--- src/rtl/drum_seq_pkg.sv ---
// Shared definitions for the drum step sequencer: mode encoding, key codes
// and the default pattern length.
package drum_seq_pkg;

  typedef enum logic [1:0] {
    MODE_STOP = 2'd0,
    MODE_PLAY = 2'd1,
    MODE_REC  = 2'd2
  } mode_e;

  localparam int DEFAULT_STEPS = 16;

  localparam logic [4:0] KEY_PAD_MIN = 5'd0;
  localparam logic [4:0] KEY_PAD_MAX = 5'd15;
  localparam logic [4:0] KEY_PLAY    = 5'd16;
  localparam logic [4:0] KEY_REC     = 5'd17;
  localparam logic [4:0] KEY_TEMPO   = 5'd18;
  localparam logic [4:0] KEY_CLEAR   = 5'd19;

  function automatic logic is_pad(input logic [4:0] code);
    return (code >= KEY_PAD_MIN) && (code <= KEY_PAD_MAX);
  endfunction

endpackage

--- src/rtl/seq_step_timer.sv ---
// Tempo period counter and step counter; the period length is latched on every
// wrap (and on restart) so a tempo change only takes effect at a step boundary.
module seq_step_timer
  import drum_seq_pkg::*;
#(
  parameter int STEPS    = DEFAULT_STEPS,
  parameter int BASE_DIV = 250000
) (
  input  logic       clk,
  input  logic       rst,
  input  logic       run,
  input  logic       restart,
  input  logic [1:0] tempo_sel,
  output logic [3:0] step,
  output logic       step_start
);

  localparam int CW = $clog2(4 * BASE_DIV);

  logic [CW-1:0] count;
  logic [CW-1:0] last;

  function automatic logic [CW-1:0] period_last(input logic [1:0] t);
    return CW'((int'(t) + 1) * BASE_DIV - 1);
  endfunction

  always_ff @(posedge clk or negedge rst) begin
    if (!rst) begin
      count <= '0;
      step  <= '0;
      last  <= period_last(2'd0);
    end else if (restart) begin
      count <= '0;
      step  <= '0;
      last  <= period_last(tempo_sel);
    end else if (run) begin
      if (count == last) begin
        count <= '0;
        step  <= (step == 4'(STEPS - 1)) ? 4'd0 : step + 4'd1;
        last  <= period_last(tempo_sel);
      end else begin
        count <= count + 1'b1;
      end
    end
  end

  assign step_start = run && (count == '0);

endmodule

--- src/rtl/drum_seq_ctrl.sv ---
// Keypad-driven drum step sequencer with record, playback and pad audition.
// Define DRUM_SEQ_METRONOME_EN to enable the metronome click output.
module drum_seq_ctrl
  import drum_seq_pkg::*;
#(
  parameter int STEPS    = DEFAULT_STEPS,
  parameter int BASE_DIV = 250000
) (
  input  logic       clk,
  input  logic       rst,
  input  logic       key_strobe,
  input  logic [4:0] key_code,
  output logic       trig,
  output logic [3:0] trig_pad,
  output logic [3:0] step,
  output logic [1:0] mode,
  output logic [1:0] tempo_sel,
  output logic       click
);

  localparam int SW = $clog2(STEPS);

  mode_e            state;
  mode_e            next_state;
  logic             key_prev;
  logic             armed;
  logic             key_ev;
  logic             pad_ev;
  logic             play_ev;
  logic             rec_ev;
  logic             tempo_ev;
  logic             clear_ev;
  logic             run;
  logic             restart;
  logic             step_start;
  logic [SW-1:0]    idx;
  logic [STEPS-1:0] valid;
  logic [3:0]       pads [STEPS];

  // armed stays low for one cycle after reset so a key already held is absorbed
  always_ff @(posedge clk or negedge rst) begin
    if (!rst) begin
      key_prev <= 1'b0;
      armed    <= 1'b0;
    end else begin
      key_prev <= key_strobe;
      armed    <= 1'b1;
    end
  end

  always_comb begin
    key_ev   = armed && key_strobe && !key_prev;
    pad_ev   = key_ev && is_pad(key_code);
    play_ev  = key_ev && (key_code == KEY_PLAY);
    rec_ev   = key_ev && (key_code == KEY_REC);
    tempo_ev = key_ev && (key_code == KEY_TEMPO);
    clear_ev = key_ev && (key_code == KEY_CLEAR);
  end

  always_ff @(posedge clk or negedge rst) begin
    if (!rst) begin
      state <= MODE_STOP;
    end else begin
      state <= next_state;
    end
  end

  always_comb begin
    next_state = state;
    case (state)
      MODE_STOP: begin
        if (play_ev) begin
          next_state = MODE_PLAY;
        end else if (rec_ev) begin
          next_state = MODE_REC;
        end
      end
      MODE_PLAY: begin
        if (play_ev) begin
          next_state = MODE_STOP;
        end else if (rec_ev) begin
          next_state = MODE_REC;
        end
      end
      MODE_REC: begin
        if (play_ev) begin
          next_state = MODE_STOP;
        end else if (rec_ev) begin
          next_state = MODE_PLAY;
        end
      end
      default: next_state = MODE_STOP;
    endcase
  end

  // Timing restarts only when leaving STOP; PLAY<->REC keeps the position
  always_comb begin
    mode    = state;
    run     = (state != MODE_STOP);
    restart = (state == MODE_STOP) && (next_state != MODE_STOP);
  end

  seq_step_timer #(
    .STEPS    (STEPS),
    .BASE_DIV (BASE_DIV)
  ) u_timer (
    .clk        (clk),
    .rst        (rst),
    .run        (run),
    .restart    (restart),
    .tempo_sel  (tempo_sel),
    .step       (step),
    .step_start (step_start)
  );

  assign idx = step[SW-1:0];

  always_ff @(posedge clk or negedge rst) begin
    if (!rst) begin
      tempo_sel <= 2'd0;
    end else if (tempo_ev) begin
      tempo_sel <= tempo_sel + 2'd1;
    end
  end

  always_ff @(posedge clk or negedge rst) begin
    if (!rst) begin
      valid <= '0;
    end else if (clear_ev && (state == MODE_STOP)) begin
      valid <= '0;
    end else if (pad_ev && (state == MODE_REC)) begin
      valid[idx] <= 1'b1;
    end
  end

  // Pad IDs are only meaningful behind a valid bit, so they carry no reset
  always_ff @(posedge clk) begin
    if (pad_ev && (state == MODE_REC)) begin
      pads[idx] <= key_code[3:0];
    end
  end

  // Audition wins over a scheduled trigger landing in the same cycle
  always_ff @(posedge clk or negedge rst) begin
    if (!rst) begin
      trig     <= 1'b0;
      trig_pad <= 4'd0;
    end else if (pad_ev) begin
      trig     <= 1'b1;
      trig_pad <= key_code[3:0];
    end else if (step_start && valid[idx]) begin
      trig     <= 1'b1;
      trig_pad <= pads[idx];
    end else begin
      trig     <= 1'b0;
    end
  end

`ifdef DRUM_SEQ_METRONOME_EN
  always_ff @(posedge clk or negedge rst) begin
    if (!rst) begin
      click <= 1'b0;
    end else begin
      click <= step_start && (step[1:0] == 2'b00);
    end
  end
`else
  assign click = 1'b0;
`endif

endmodule

--- config.mk ---
export PLATFORM = sky130hd
export DESIGN_NAME = drum_seq_ctrl
export DESIGN_NICKNAME = d
export VERILOG_FILES = /design/src/rtl/drum_seq_pkg.sv /design/src/rtl/seq_step_timer.sv /design/src/rtl/drum_seq_ctrl.sv
export SDC_FILE = /design/constraint.sdc
export NUM_CORES = 1
export LEC_CHECK = 0
export BUFFER_PORTS_ARGS = -buffer_cell sky130_fd_sc_hd__buf_2
export CELL_PAD_IN_SITES_DETAIL_PLACEMENT = 2
export CELL_PAD_IN_SITES_GLOBAL_PLACEMENT = 2
export CORE_ASPECT_RATIO = 1.5
export CORE_UTILIZATION = 43
export DETAILED_ROUTE_END_ITERATION = 10
export HOLD_SLACK_MARGIN = 0.1
export PLACE_DENSITY = 0.78
export SYNTH_ARGS = -nofsm -noshare
export SYNTH_HDL_FRONTEND = slang
export SYNTH_SLANG_ARGS = --single-unit
--- constraint.sdc ---
create_clock -name clk -period 3.3 [get_ports clk]
set_input_delay 0.165 -clock clk [delete_from_list [all_inputs] [get_ports clk]]
set_output_delay 0.165 -clock clk [all_outputs]
set_load 0.03 [all_outputs]
# [Word-level counts from Yosys, hierarchy flattened]
# Memory sizes are Yosys's and may differ from the RTL's.
# Cells that the tools add are included.
# W data, S select, Z words.
[classes] n_eq_ne=8 reduce_logical=24 n_addsub=5 muxes=28 bitwise_logic=1 order_cmp=4 n_mul=1
[op_table] operator="$mux W20" count=6
[op_table] operator="$mul A32 B15 Y16 const B" count=1
[op_table] operator="$mux W16" count=2
[op_table] operator="$mux W4" count=6
[op_table] operator="$add A20 B1 Y20 const B" count=1
[op_table] operator="$eq A20 B20 Y1" count=1
[op_table] operator="$eq A5 B5 Y1 const B" count=4
[op_table] operator="$logic_not A20 Y1" count=1
[op_table] operator="$sub A20 B2 Y20 const B" count=1
[op_table] operator="$or A16 B16 Y16" count=1
[op_table] operator="$logic_and A1 B1 Y1" count=14
[op_table] operator="$reduce_bool A2 Y1" count=6
[op_table] operator="$mux W2" count=5
[op_table] operator="$mux W1" count=6
[op_table] operator="$pmux W2 S3" count=1
[op_table] operator="$ge A5 B1 Y1 const B" count=1
[op_table] operator="$le A5 B4 Y1 const B" count=1
[op_table] operator="$lt A4 B5 Y1 const B" count=1
[op_table] operator="$add A4 B1 Y4 const B" count=1
[op_table] operator="$bmux W1 S4" count=1
[op_table] operator="$demux W1 S4" count=1
[op_table] operator="$eq A4 B4 Y1 const B" count=1
[op_table] operator="$ge A4 B1 Y1 const B" count=1
[op_table] operator="$add A2 B1 Y3 const B" count=1
[op_table] operator="6 further kinds" count=6
[word_totals] in_bits=8 memories=1 ff_bits=71 ramBits=64
[memory_table] memory="pads" words=16 word_bits=4 read_ports=1 rd_clocked_by_memory_dff=0 wr=1 line_no="drum_seq_ctrl.sv:38" rtl="logic [3:0] pads [STEPS];"

# [Longest topological paths before layout]
# Gate-level depths: netlist of the first run.
[logic_depth] depth_word=10 ltp_mapped=9 ltp_nobuf=8

# [Cells and area by module]
# A second synthesis of the first run with hierarchy kept.
[unflattened] hier_cells=450 hier_area_um2=6133.4
[modules_own_cells] module="drum_seq_ctrl" area_per_inst_um2=3808.7 n_inst=1 seq_area_each_um2=2597.5 cells_each=233
[modules_own_cells] module="seq_step_timer" area_per_inst_um2=2324.7 n_inst=1 seq_area_each_um2=957.2 cells_each=217

# [Worst setup path after synthesis of the first run]
# Ideal clock, no wire load.
[synth_timing] kind="register to register" startpoint="reg tempo_sel[0]" endpoint="reg u_timer.last[18]" arrival_ns=2.403 path_slack_ns=0.772 path_stages_with_launch=9 setup_ns=0.125 n_path_buf=0 path_cell_list="dfrtp_1 > inv_1 > ha_1 > xnor2_1 > ha_1 > fa_1 > xor2_1 > xnor2_1 > mux2_2"
[synth_via] elab_chain_cells=6
[synth_lines] element="from (decl)" line_no="drum_seq_ctrl.sv:17" rtl="output logic [1:0] tempo_sel,"
[synth_lines] element="from (signal assigned)" line_no="drum_seq_ctrl.sv:122" rtl="tempo_sel <= tempo_sel + 2'd1;"
[synth_lines] element="$add A2 B1 Y3 (*)" line_no="seq_step_timer.sv:24" rtl="return CW'((int'(t) + 1) * BASE_DIV - 1);"
[synth_lines] element="$mul A32 B15 Y16 (*)" line_no="seq_step_timer.sv:24"
[synth_lines] element="$sub A20 B2 Y20 (*)" line_no="seq_step_timer.sv:24"
[synth_lines] element="$mux W20" line_no="seq_step_timer.sv:37" rtl="if (count == last) begin"
[synth_lines] element="$mux W20" line_no="seq_step_timer.sv:36" rtl="end else if (run) begin"
[synth_lines] element="$mux W20 (*)" line_no="seq_step_timer.sv:32" rtl="end else if (restart) begin"
[synth_lines] element="to (signal assigned)" line_no="seq_step_timer.sv:31" rtl="last <= period_last(2'd0);"
[synth_lines] element="to (signal assigned)" line_no="seq_step_timer.sv:35" rtl="last <= period_last(tempo_sel);"
[synth_lines] element="to (signal assigned)" line_no="seq_step_timer.sv:40" rtl="last <= period_last(tempo_sel);"
[synth_lines] element="to (decl)" line_no="seq_step_timer.sv:21" rtl="logic [CW-1:0] last;"
# Every way passes the cells marked *; elsewhere a longest branch is shown, timed or not. The select of a mux whose other input is x is not followed.
# A chain may end at the register's enable or synchronous reset.

# [Worst setup path in the final report of the first run]
# Same ends and word-level chain as after synthesis.

==> results of run 1 <==
==> layout by cell type (no fill, tap or decap), types with 5 or more instances in the layout <==
cell	netlist	layout
xor2_1	15	15
nand4_1	11	11
mux2_2	10	10
o21ai_0	25	25
a31oi_1	6	6
nand2_1	48	48
nand3_1	14	14
nor3_1	14	14
nor4_1	9	9
clkbuf_16	0	17
nor2_1	22	22
dfrtp_1	60	60
and2_1	9	9
mux4_2	16	16
o22a_1	16	16
buf_2	13	20
dfstp_2	5	5
a21oi_1	20	20
edfxtp_1	64	64
ha_1	14	14
buf_4	4	7
inv_1	19	19
mux2i_1	12	12
and3_1	8	8
==> stage by stage <==
stage	area [µm²]	setup slack (ns)	power (W)	instances	hold slack [ns]
5_1_grt	6948	0.6896	0.004667	719	0.1821
2_1_floorplan	6153	0.7720	0.002529	494	-0.1306
6_report	6948	0.8314	0.004485	719	0.1878
3_5_place_dp	6382	0.7751	0.002796	684	0.3144
4_1_cts	6948	0.7801	0.004526	719	0.1797
3_3_place_gp	6382	0.9098	0.002744	684	0.2975
==> layer usage <==
layer,wire length (µm),vias up
met3,453,41
met5,0,-
met2,9618,84
met1,6189,2153
li1,-,1847
met4,732,0
==> path summary, 6_finish.rpt <==
check / slack (ns) / cells past startpoint / to / start
worst max-delay path: 0.83 / 8 / u_timer.last[18] / tempo_sel[0]
worst min-delay path: 0.19 / 1 / pads[9][3] / key_code[3]
worst max register to register: 0.83 / 8 / u_timer.last[18] / tempo_sel[0]
worst min register to register: 0.49 / 2 / trig_pad[2] / trig_pad[2]
max in group asynchronous: 1.89 / 3 / u_timer.count[3] / rst
min in group asynchronous: 0.43 / 2 / valid[1] / rst
==> synthesized netlist by cell type, types with 2 or more instances <==
library cell	instances
o22a_1	16
a21oi_1	20
o21ai_1	2
mux4_2	16
dfstp_2	5
and3_1	8
xnor2_1	4
nand4_1	11
fa_1	2
mux2i_1	12
o2111ai_1	4
clkbuf_1	7
buf_4	4
or3_1	2
a22o_1	2
or2_2	2
and4_1	2
a31oi_1	6
o31ai_1	3
ha_1	14
buf_2	13
mux2_2	10
xor2_1	15
conb_1	2
nor2_1	22
nor3_1	14
nand3b_1	2
buf_6	3
nand2b_1	4
nor4_1	9
and2_1	9
edfxtp_1	64
nand2_1	48
dfrtp_1	60
nand3_1	14
o21ai_0	25
inv_1	19
==> report_power, final <==
part | internal, W | leakage [nW] | switching [W]
Combinational | 0.000297 | 1.14 | 0.000539
Sequential | 0.00180 | 1.41 | 0.000143
Clock | 0.000961 | 0.253 | 0.000743
Total | 0.00306 | 2.81 | 0.00143
==> logic make-up after synthesis <==
kind of cell,count (synthesis),share of synthesized area
AOI/OAI and AO/OA,85,0.09191
xor gates and xnor gates,19,0.02704
adders and majority gates,16,0.03497
buffers and inverters,49,0.03884
DFF,129,0.5777
muxes,38,0.09638
other,2,0.001220
and+or+nand+nor,156,0.1320
==> state kept, by name (all words and copies together) (netlist names) <==
name           flops
u_timer.last      14
armed              1
trig               1
u_timer.count     20
u_timer.step       4
tempo_sel          2
mode               2
valid             16
pads              64
key_prev           1
trig_pad           4
==> repair_timing <==
item                                    CTS  global route
hold buffers                              3             0
endpoints found under the setup margin    0             0
setup buffers                             0             0
gates resized for setup                   0             0
endpoints found under the hold margin    31             0
==> area by class of cell <==
type,instances,area [µm²]
fillers,1350,7044
flip-flops and latches,129,3555
multi-input cells,316,2360
clock buffers,17,425.4
well taps,192,240.2
repair buffers,30,182.7
clock inverters,15,110.1
inverters,20,75.07
==> worst register-to-register path: stages (launching register included) <==
cell and delay [ns]:
dfrtp_1 0.51, inv_1 0.16, ha_1 0.36, xnor2_1 0.14
ha_1 0.25, fa_1 0.38, xor2_1 0.16, xnor2_1 0.13
mux2_2 0.26
==> results.py, run 1 <==
metrics = {
    "cts": {
        "clock_sinks": 129,
        "cts-root-buf": "clkbuf_16",
        "cts_buffers": 17,
        "clockBufferDepth": 2,
        "cts_tree": "built",
        "path_clk_slew_ns": 0.06,
        "clock_latency_ns": 0.43,
        "cts_max_level": 4,
    },
    "critical_path": {
        "worstPathArrival_ns": 2.77,
        "end_kind": "flip-flop",
        "worstPathRequired_ns": 3.61,
        "path_cells": "inv_1 > ha_1 > xnor2_1 > ha_1 > fa_1 > xor2_1 > xnor2_1 > mux2_2",
        "critPathBufInv": 1,
        "criticalPathCategory": "reg -> reg",
        "crit_family": "adder cells",
        "max_stage_delay_ns": 0.51,
        "cpMaxStageDelayCell": "dfrtp_1",
        "startpoint_type": "flip-flop",
        "path_max_fanout": 9,
    },
    "detailed_routing": {
        "drtIter0Drc": 140,
        "wl_per_cell_um": 23.64,
        "vias": 4125,
        "drt_first_pass_iters": 4,
        "drc": 0,
        "ant_nets": 0,
        "vias_per_cell": 5.737,
        "routed_wl_um": 17000,
    },
    "global_routing": {
        "grt-busiest-layer": "met2",
        "grtUsageTotal": 0.2488,
        "met3_usage": 0.04464,
        "grt_pass1_wl_um": 26680,
        "grt_util_met2": 0.4600,
        "antenna_found_initial": 0,
        "overflow": 0,
        "gr-usage-met1": 0.2635,
        "grt_pass1_vias": 4633,
        "grt_max_degree": 36,
    },
    "final_layout": {
        "drive_gt1_frac": 0.1879,
        "fin_util": 0.4966,
        "area_growth_pct": 12.91,
        "fin_nets": 538,
        "insertedDiodeCount": 0,
    },
    "power_and_ir_drop": {
        "p_per_area_nw_per_um2": 645.5,
        "vdd_ir_drop_max_mv": 0.3688,
        "leakage_nw": 2.806,
    },
    "synth": {
        "syn_area_um2": 6153,
        "synth_top_area_share": 0.3123,
        "yosys_most_used_dff": "edfxtp_1",
        "synth.area.top_cells": "edfxtp_1 31%, dfrtp_1 24%, mux4_2 5.9%",
        "synth_area_per_cell_um2": 12.46,
        "ys_seq_area_frac": 0.5777,
        "ys_async_sr_fraction": 0.5039,
        "yosys.area.top_type": "edfxtp_1",
        "synth_seq_cells": 129,
        "yosysUniqueCellTypes": 56,
        "synth_warnings": 0,
        "synth_nets": 518,
        "syn_inst": 494,
        "synth_edf_count": 64,
    },
    "placement": {
        "hpwl_um": 11760,
        "gp_congestion": 0.7873,
        "io_buffers": 20,
    },
    "die": {
        "die_w_um": 99.68,
        "ios": 22,
        "initial_core_util": 0.4398,
        "die_area_um2": 14800,
        "die_h_um": 148.5,
        "core.rowCount": 53,
        "core_um2": 13990,
    },
    "timing": {
        "fin_crit_ns": 2.469,
        "period_share": 0.7481,
        "clock_skew_ns": 0.01452,
        "slew_headroom": 0.3202,
        "setup_viol": 0,
        "slew_violations": 0,
        "tns_ns": 0,
        "hold_violations": 0,
        "worst_pin_slew_ns": 1.020,
        "clock.fmax_mhz": 405.1,
        "grt_setup_unrepaired": "false",
    },
    "run": {
        "drv_cap": 0,
    },
    "min_path": {
        "hp-class": "in -> reg",
    },
    "status": {
        "outcome": "finished clean",
    },
}
Note: power is estimated with default switching activity, not from simulation.
==> inputs of run 2 (changes only) <==
==> constraint.sdc (replaced) <==
create_clock -name clk -period 2.3 [get_ports clk]
set_input_delay 0.115 -clock clk [delete_from_list [all_inputs] [get_ports clk]]
set_output_delay 0.115 -clock clk [all_outputs]
set_load 0.03 [all_outputs]
==> results.py, run 2 (synthesis results as in run 1) <==
metrics = {
    "final_layout": {
        "insertedDiodeCount": 0,
        "largest_registers": "pads: 64 flops, u_timer.count: 20 flops, valid: 16 flops",
        "largest_reg_flops": 64,
        "drive_gt1_frac": 0.2707,
        "top_register": "pads",
        "fillers": 1343,
        "multi_input_area_um2": 2404,
        "fin_util": 0.5287,
        "final_common_cell": "edfxtp_1",
        "ff_latch_area_um2": 3557,
        "layout_common_cells": "64 x edfxtp_1, 58 x dfrtp_1, 48 x nand2_1",
        "fin_nets": 580,
        "area_growth_pct": 20.21,
        "fin_area_um2": 7397,
    },
    "critical_path": {
        "rrSetupSlack_ns": 0.07,
        "r2r-end": "pads[13][0]",
        "worstPathRequired_ns": 2.43,
        "criticalPathCategory": "reg -> reg",
        "path_max_fanout": 6,
        "r2r-start": "key_prev",
        "end_kind": "flip-flop",
        "reg2regPathDepth": 6,
        "worstPathArrival_ns": 2.36,
        "startpoint_type": "flip-flop",
    },
    "timing": {
        "slew_violations": 0,
        "fin_crit_ns": 2.230,
        "hold_violations": 0,
        "period_share": 0.9693,
        "clock.fmax_mhz": 448.5,
        "setup_viol": 0,
        "worst_pin_slew_ns": 0.8216,
        "slew_headroom": 0.4522,
        "clock_skew_ns": 0.01088,
        "holdWs_ns": 0.1916,
    },
    "detailed_routing": {
        "routed_wl_um": 19550,
        "vias": 4455,
        "vias_per_cell": 5.854,
        "drc": 0,
        "ant_nets": 0,
        "wl_per_cell_um": 25.69,
        "drt_first_pass_iters": 4,
        "drtIter0Drc": 144,
    },
    "die": {
        "die_w_um": 99.68,
        "core.rowCount": 53,
        "ios": 22,
        "die_h_um": 148.5,
        "core_um2": 13990,
        "initial_core_util": 0.4398,
        "die_area_um2": 14800,
    },
    "placement": {
        "hpwl_um": 12720,
        "io_buffers": 20,
        "dpl-instance-area_um2": 6698,
        "gp_congestion": 0.8089,
    },
    "global_routing": {
        "antenna_found_initial": 0,
        "grt_pass1_wl_um": 29740,
        "grt_pass1_vias": 5035,
        "grt_max_degree": 31,
        "grtUsageTotal": 0.2810,
        "overflow": 0,
    },
    "cts": {
        "cts_buffers": 17,
        "path_clk_slew_ns": 0.07,
        "cts-root-buf": "clkbuf_16",
        "clockBufferDepth": 2,
        "cts_tree": "built",
        "clock_latency_ns": 0.42,
        "cts_max_level": 4,
        "clock_sinks": 129,
    },
    "power_and_ir_drop": {
        "total_power_w": 0.006907,
        "leakage_nw": 3.050,
        "p_sw_frac": 0.3199,
        "power.switching_w": 0.002210,
        "vdd_ir_drop_max_mv": 0.5780,
        "power_frac_clock": 0.386,
        "p_int_w": 0.004698,
        "p_per_area_nw_per_um2": 933.8,
        "comb_power_share": 0.216,
        "seqPwrFrac": 0.398,
    },
    "run": {
        "drv_cap": 0,
    },
    "min_path": {
        "hp-class": "in -> reg",
        "hold-path-cell-count": 2,
        "holdCritStartpoint": "key_code[2]",
        "min_to": "pads[3][2]",
    },
    "status": {
        "outcome": "finished clean",
    },
}
==> run 2: cell count changes in the layout (fill, tap and decap cells not counted), sizes merged <==
cell      delta
clkbuf       +2
inv          +2
buf         +42
clkinv       -7
clkinvlp     +2
bufinv       +1
==> run 2: worst max-delay path by stage <==
stage	cells after the start	from	slack (ns)	to
5_1_grt	6	key_prev	-0.02	pads[1][3]
6_report	6	key_prev	0.07	pads[13][0]
2_1_floorplan	8	tempo_sel[0]	0.06	u_timer.last[18]
3_3_place_gp	8	tempo_sel[0]	0.14	u_timer.last[18]
4_1_cts	8	u_timer.count[0]	0.04	u_timer.last[5]
3_5_place_dp	8	tempo_sel[0]	0.06	u_timer.last[18]
==> run 2: power by group through the flow <==
stage / registers, W / logic [W] / clock network, W
finish: 0.00275 / 0.00149 / 0.00267
global route: 0.00277 / 0.00161 / 0.00277
CTS: 0.00275 / 0.00139 / 0.00269
detailed placement: 0.00279 / 0.00134 / 0
global placement: 0.00277 / 0.00128 / 0
floorplan: 0.00284 / 0.000795 / 0
==> run 2: area by class of cell <==
class | instances | area share
clock buffer | 19 | 0.05988
inverter | 20 | 0.01049
sequential | 129 | 0.4809
tap | 192 | 0.03248
clock inverter | 13 | 0.01725
multi-input combinational | 316 | 0.3249
timing repair buffer | 72 | 0.07409
==> run 2: what timing repair did <==
| item | CTS | global route |
|---|---|---|
| setup buffers | 0 | 7 |
| hold endpoints to repair | 31 | 0 |
| hold buffers | 3 | 0 |
| resized for setup | 0 | 10 |
| endpoints found under the setup margin | 0 | 24 |
==> run 2: per-stage QoR <==
stage	worst slack (ns)	std cells	setup TNS, ns
after detailed placement	0.05729	719	0
after global placement	0.1397	719	0
after CTS	0.04397	754	0
after global routing	-0.01767	761	-0.1158
after floorplan	0.05929	494	0
final	0.07050	761	0
==> run 2: metal layers <==
layer	GRT usage	share of wire
met4	0.1647	0.054
met3	0.05169	0.020
met2	0.5245	0.56
met1	0.2873	0.36
met5	0	0
==> run 2: critical path: stages (launching register included) <==
cell	delay [ns]
dfrtp_1	0.37
nand3b_4	0.19
or2_2	0.36
nor2_1	0.31
nand2_1	0.23
nor2_1	0.27
buf_4	0.20
==> inputs of run 3 (changes only) <==
--- a/config.mk
+++ b/config.mk
@@ -5,11 +5,13 @@
 export SDC_FILE = /design/constraint.sdc
 export NUM_CORES = 1
 export LEC_CHECK = 0
+export ABC_AREA = 1
 export BUFFER_PORTS_ARGS = -buffer_cell sky130_fd_sc_hd__buf_2
 export CELL_PAD_IN_SITES_DETAIL_PLACEMENT = 2
 export CELL_PAD_IN_SITES_GLOBAL_PLACEMENT = 2
 export CORE_ASPECT_RATIO = 1.5
-export CORE_UTILIZATION = 43
+export CORE_MARGIN = 2
+export CORE_UTILIZATION = 38
 export DETAILED_ROUTE_END_ITERATION = 10
 export HOLD_SLACK_MARGIN = 0.1
 export PLACE_DENSITY = 0.78
==> constraint.sdc (replaced) <==
create_clock -name clk -period 2.4 [get_ports clk]
set_input_delay 0.12 -clock clk [delete_from_list [all_inputs] [get_ports clk]]
set_output_delay 0.12 -clock clk [all_outputs]
set_load 0.03 [all_outputs]
==> results.py, run 3 <==
metrics = {
    "timing": {
        "worst_pin_slew_ns": 0.8161,
        "fin_crit_ns": 2.281,
        "grt_setup_unrepaired": "false",
        "clock_skew_ns": 0.009373,
        "clock.fmax_mhz": 438.5,
        "tns_ns": 0,
        "slew_violations": 0,
        "slew_headroom": 0.4559,
        "period_share": 0.9502,
        "setup_slack_ns": 0.1194,
        "hold_violations": 0,
        "setup_viol": 0,
    },
    "cts": {
        "path_clk_slew_ns": 0.06,
        "clock_latency_ns": 0.43,
        "cts_setup_buffers": 0,
        "cts-root-buf": "clkbuf_16",
        "clock_sinks": 129,
        "cts_buffers": 17,
        "clockBufferDepth": 2,
        "cts_max_level": 4,
        "cts_tree": "built",
    },
    "detailed_routing": {
        "drc": 0,
        "vias": 5736,
        "drtIter0Drc": 224,
        "routed_wl_um": 22360,
        "ant_nets": 0,
        "wl_per_cell_um": 20.42,
        "vias_per_cell": 5.238,
        "drt_first_pass_iters": 4,
    },
    "placement": {
        "place_ws_ns": 0.07786,
        "hpwl_um": 16430,
        "dp.cells": 1060,
        "gp_congestion": 0.8432,
        "io_buffers": 20,
    },
    "global_routing": {
        "grt_pass1_wl_um": 36180,
        "overflow": 0,
        "grt_max_degree": 36,
        "grtUsageTotal": 0.2525,
        "grt_pass1_vias": 6733,
        "antenna_found_initial": 0,
    },
    "synth": {
        "synth_warnings": 0,
        "synth_edf_count": 64,
        "synth.area.top_cells": "edfxtp_1 28%, dfrtp_1 22%, nand2_1 15%",
        "synth.most_common_cell": "nand2_1",
        "synth_seq_cells": 129,
        "yosys_most_used_dff": "edfxtp_1",
        "synth_area_per_cell_um2": 8.149,
        "synth_nets": 856,
        "synth_commonest_cells": "269 x nand2_1, 103 x nor2_1, 90 x inv_1",
        "ys_seq_area_frac": 0.5243,
        "ys_async_sr_fraction": 0.5039,
        "syn_inst": 832,
        "yosysUniqueCellTypes": 32,
        "syn_area_um2": 6780,
        "yosys.area.top_type": "edfxtp_1",
        "synth_top_area_share": 0.2834,
    },
    "die": {
        "die_h_um": 167.6,
        "ios": 22,
        "die_w_um": 113.1,
        "core_um2": 17420,
        "initial_core_util": 0.3892,
        "core.rowCount": 59,
        "die_area_um2": 18950,
    },
    "power_and_ir_drop": {
        "vdd_ir_drop_max_mv": 0.3683,
        "leakage_nw": 3.706,
        "total_power_w": 0.006878,
        "p_per_area_nw_per_um2": 884.2,
    },
    "critical_path": {
        "end_kind": "flip-flop",
        "path_cells": "inv_1 > ha_1 > xnor2_1 > ha_1 > fa_1 > xnor2_2 > xor2_1 > nand2_2 > nand2_1",
        "cpMaxStageDelayCell": "dfrtp_2",
        "reg2regPathDepth": 9,
        "worstPathRequired_ns": 2.76,
        "criticalPathCategory": "reg -> reg",
        "r2r-end": "u_timer.last[18]",
        "max_stage_delay_ns": 0.44,
        "crit_path_frequent_cell": "ha_1",
        "critPathBufInv": 1,
        "path_max_fanout": 6,
        "crit_family": "adder cells",
        "startpoint_type": "flip-flop",
        "r2r-start": "tempo_sel[1]",
        "cp-startpoint": "tempo_sel[1]",
        "rrSetupSlack_ns": 0.12,
        "worstPathArrival_ns": 2.64,
    },
    "final_layout": {
        "fillers": 2001,
        "largest_reg_flops": 64,
        "final_common_cell": "nand2_1",
        "insertedDiodeCount": 0,
        "ff_latch_area_um2": 3557,
        "drive_gt1_frac": 0.1383,
        "fin_nets": 894,
        "area_growth_pct": 14.73,
        "top_register": "pads",
        "layout_common_cells": "269 x nand2_1, 103 x nor2_1, 89 x inv_1",
        "final_cells": 1095,
        "multi_input_area_um2": 2655,
        "largest_registers": "pads: 64 flops, u_timer.count: 20 flops, valid: 16 flops",
    },
    "status": {
        "outcome": "finished clean",
    },
    "min_path": {
        "hp-class": "in -> reg",
        "min_to": "tempo_sel[1]",
        "holdCritStartpoint": "key_code[1]",
        "hold-path-cell-count": 3,
    },
    "run": {
        "drv_cap": 0,
    },
}
## run 3: report_power, final
part	total, W	leakage, nW	internal [W]	switching (W)
sequential	0.00292	1.40	0.00255	0.000367
clock	0.00253	0.264	0.00152	0.00101
combinational	0.00143	2.04	0.000468	0.000961
total	0.00688	3.71	0.00454	0.00234
## run 3: how the worst max path moves through the flow
| stage | to | slack [ns] | depth (start not counted) |
|---|---|---|---|
| after floorplan | u_timer.last[18] | 0.13 | 9 |
| after global placement | u_timer.last[18] | 0.26 | 9 |
| after detailed placement | u_timer.last[18] | 0.08 | 9 |
| after CTS | u_timer.last[18] | 0.06 | 9 |
| after global routing | u_timer.last[18] | 0.003 | 9 |
| final | u_timer.last[18] | 0.12 | 9 |
## run 3: final cells by class
cell class	instances	area share
clock buffers	17	0.05469
well taps	213	0.03426
repair buffers	50	0.04311
inverters	106	0.05115
flip-flops and latches	129	0.4573
multi-input cells	566	0.3413
clock inverters	14	0.01818
## run 3: worst register-to-register path: stages (launching register included)
cell,delay [ns]
dfrtp_2,0.44
inv_1,0.11
ha_1,0.29
xnor2_1,0.17
ha_1,0.25
fa_1,0.42
xnor2_2,0.18
xor2_1,0.22
nand2_2,0.08
nand2_1,0.07
## run 3: kinds of logic after synthesis
family / share of synthesized area
xor gates and xnor gates: 0.01550
AOI/OAI and AO/OA: 0.03063
and+or+nand+nor: 0.3115
DFF: 0.5243
buffers and inverters: 0.08525
adders and majority gates: 0.03174
other: 0.001108
## run 3: routing by layer
layer / vias up / track usage / share of wire
met3: 52 / 0.03800 / 0.024
met1: 2916 / 0.2410 / 0.34
met4: 0 / 0.1129 / 0.040
met2: 72 / 0.5126 / 0.59
li1: 2696 / - / -
met5: - / 0 / 0
## run 3: per-stage QoR
| stage | cell area (µm²) | utilization | hold slack, ns |
|---|---|---|---|
| after detailed placement | 7163 | 0.4112 | 0.2452 |
| after global placement | 7163 | 0.4112 | 0.2418 |
| after global routing | 7779 | 0.4465 | 0.1716 |
| final | 7779 | 0.4465 | 0.1455 |
| after CTS | 7770 | 0.4460 | 0.1376 |
| after floorplan | 6782 | - | -0.1756 |
## run 3: repair_timing
item / 4_1_cts / 5_1_grt
hold buffers: 4 / 0
endpoints found under the setup margin: 0 / 1
gates resized for setup: 0 / 3
hold endpoints to repair: 27 / 0
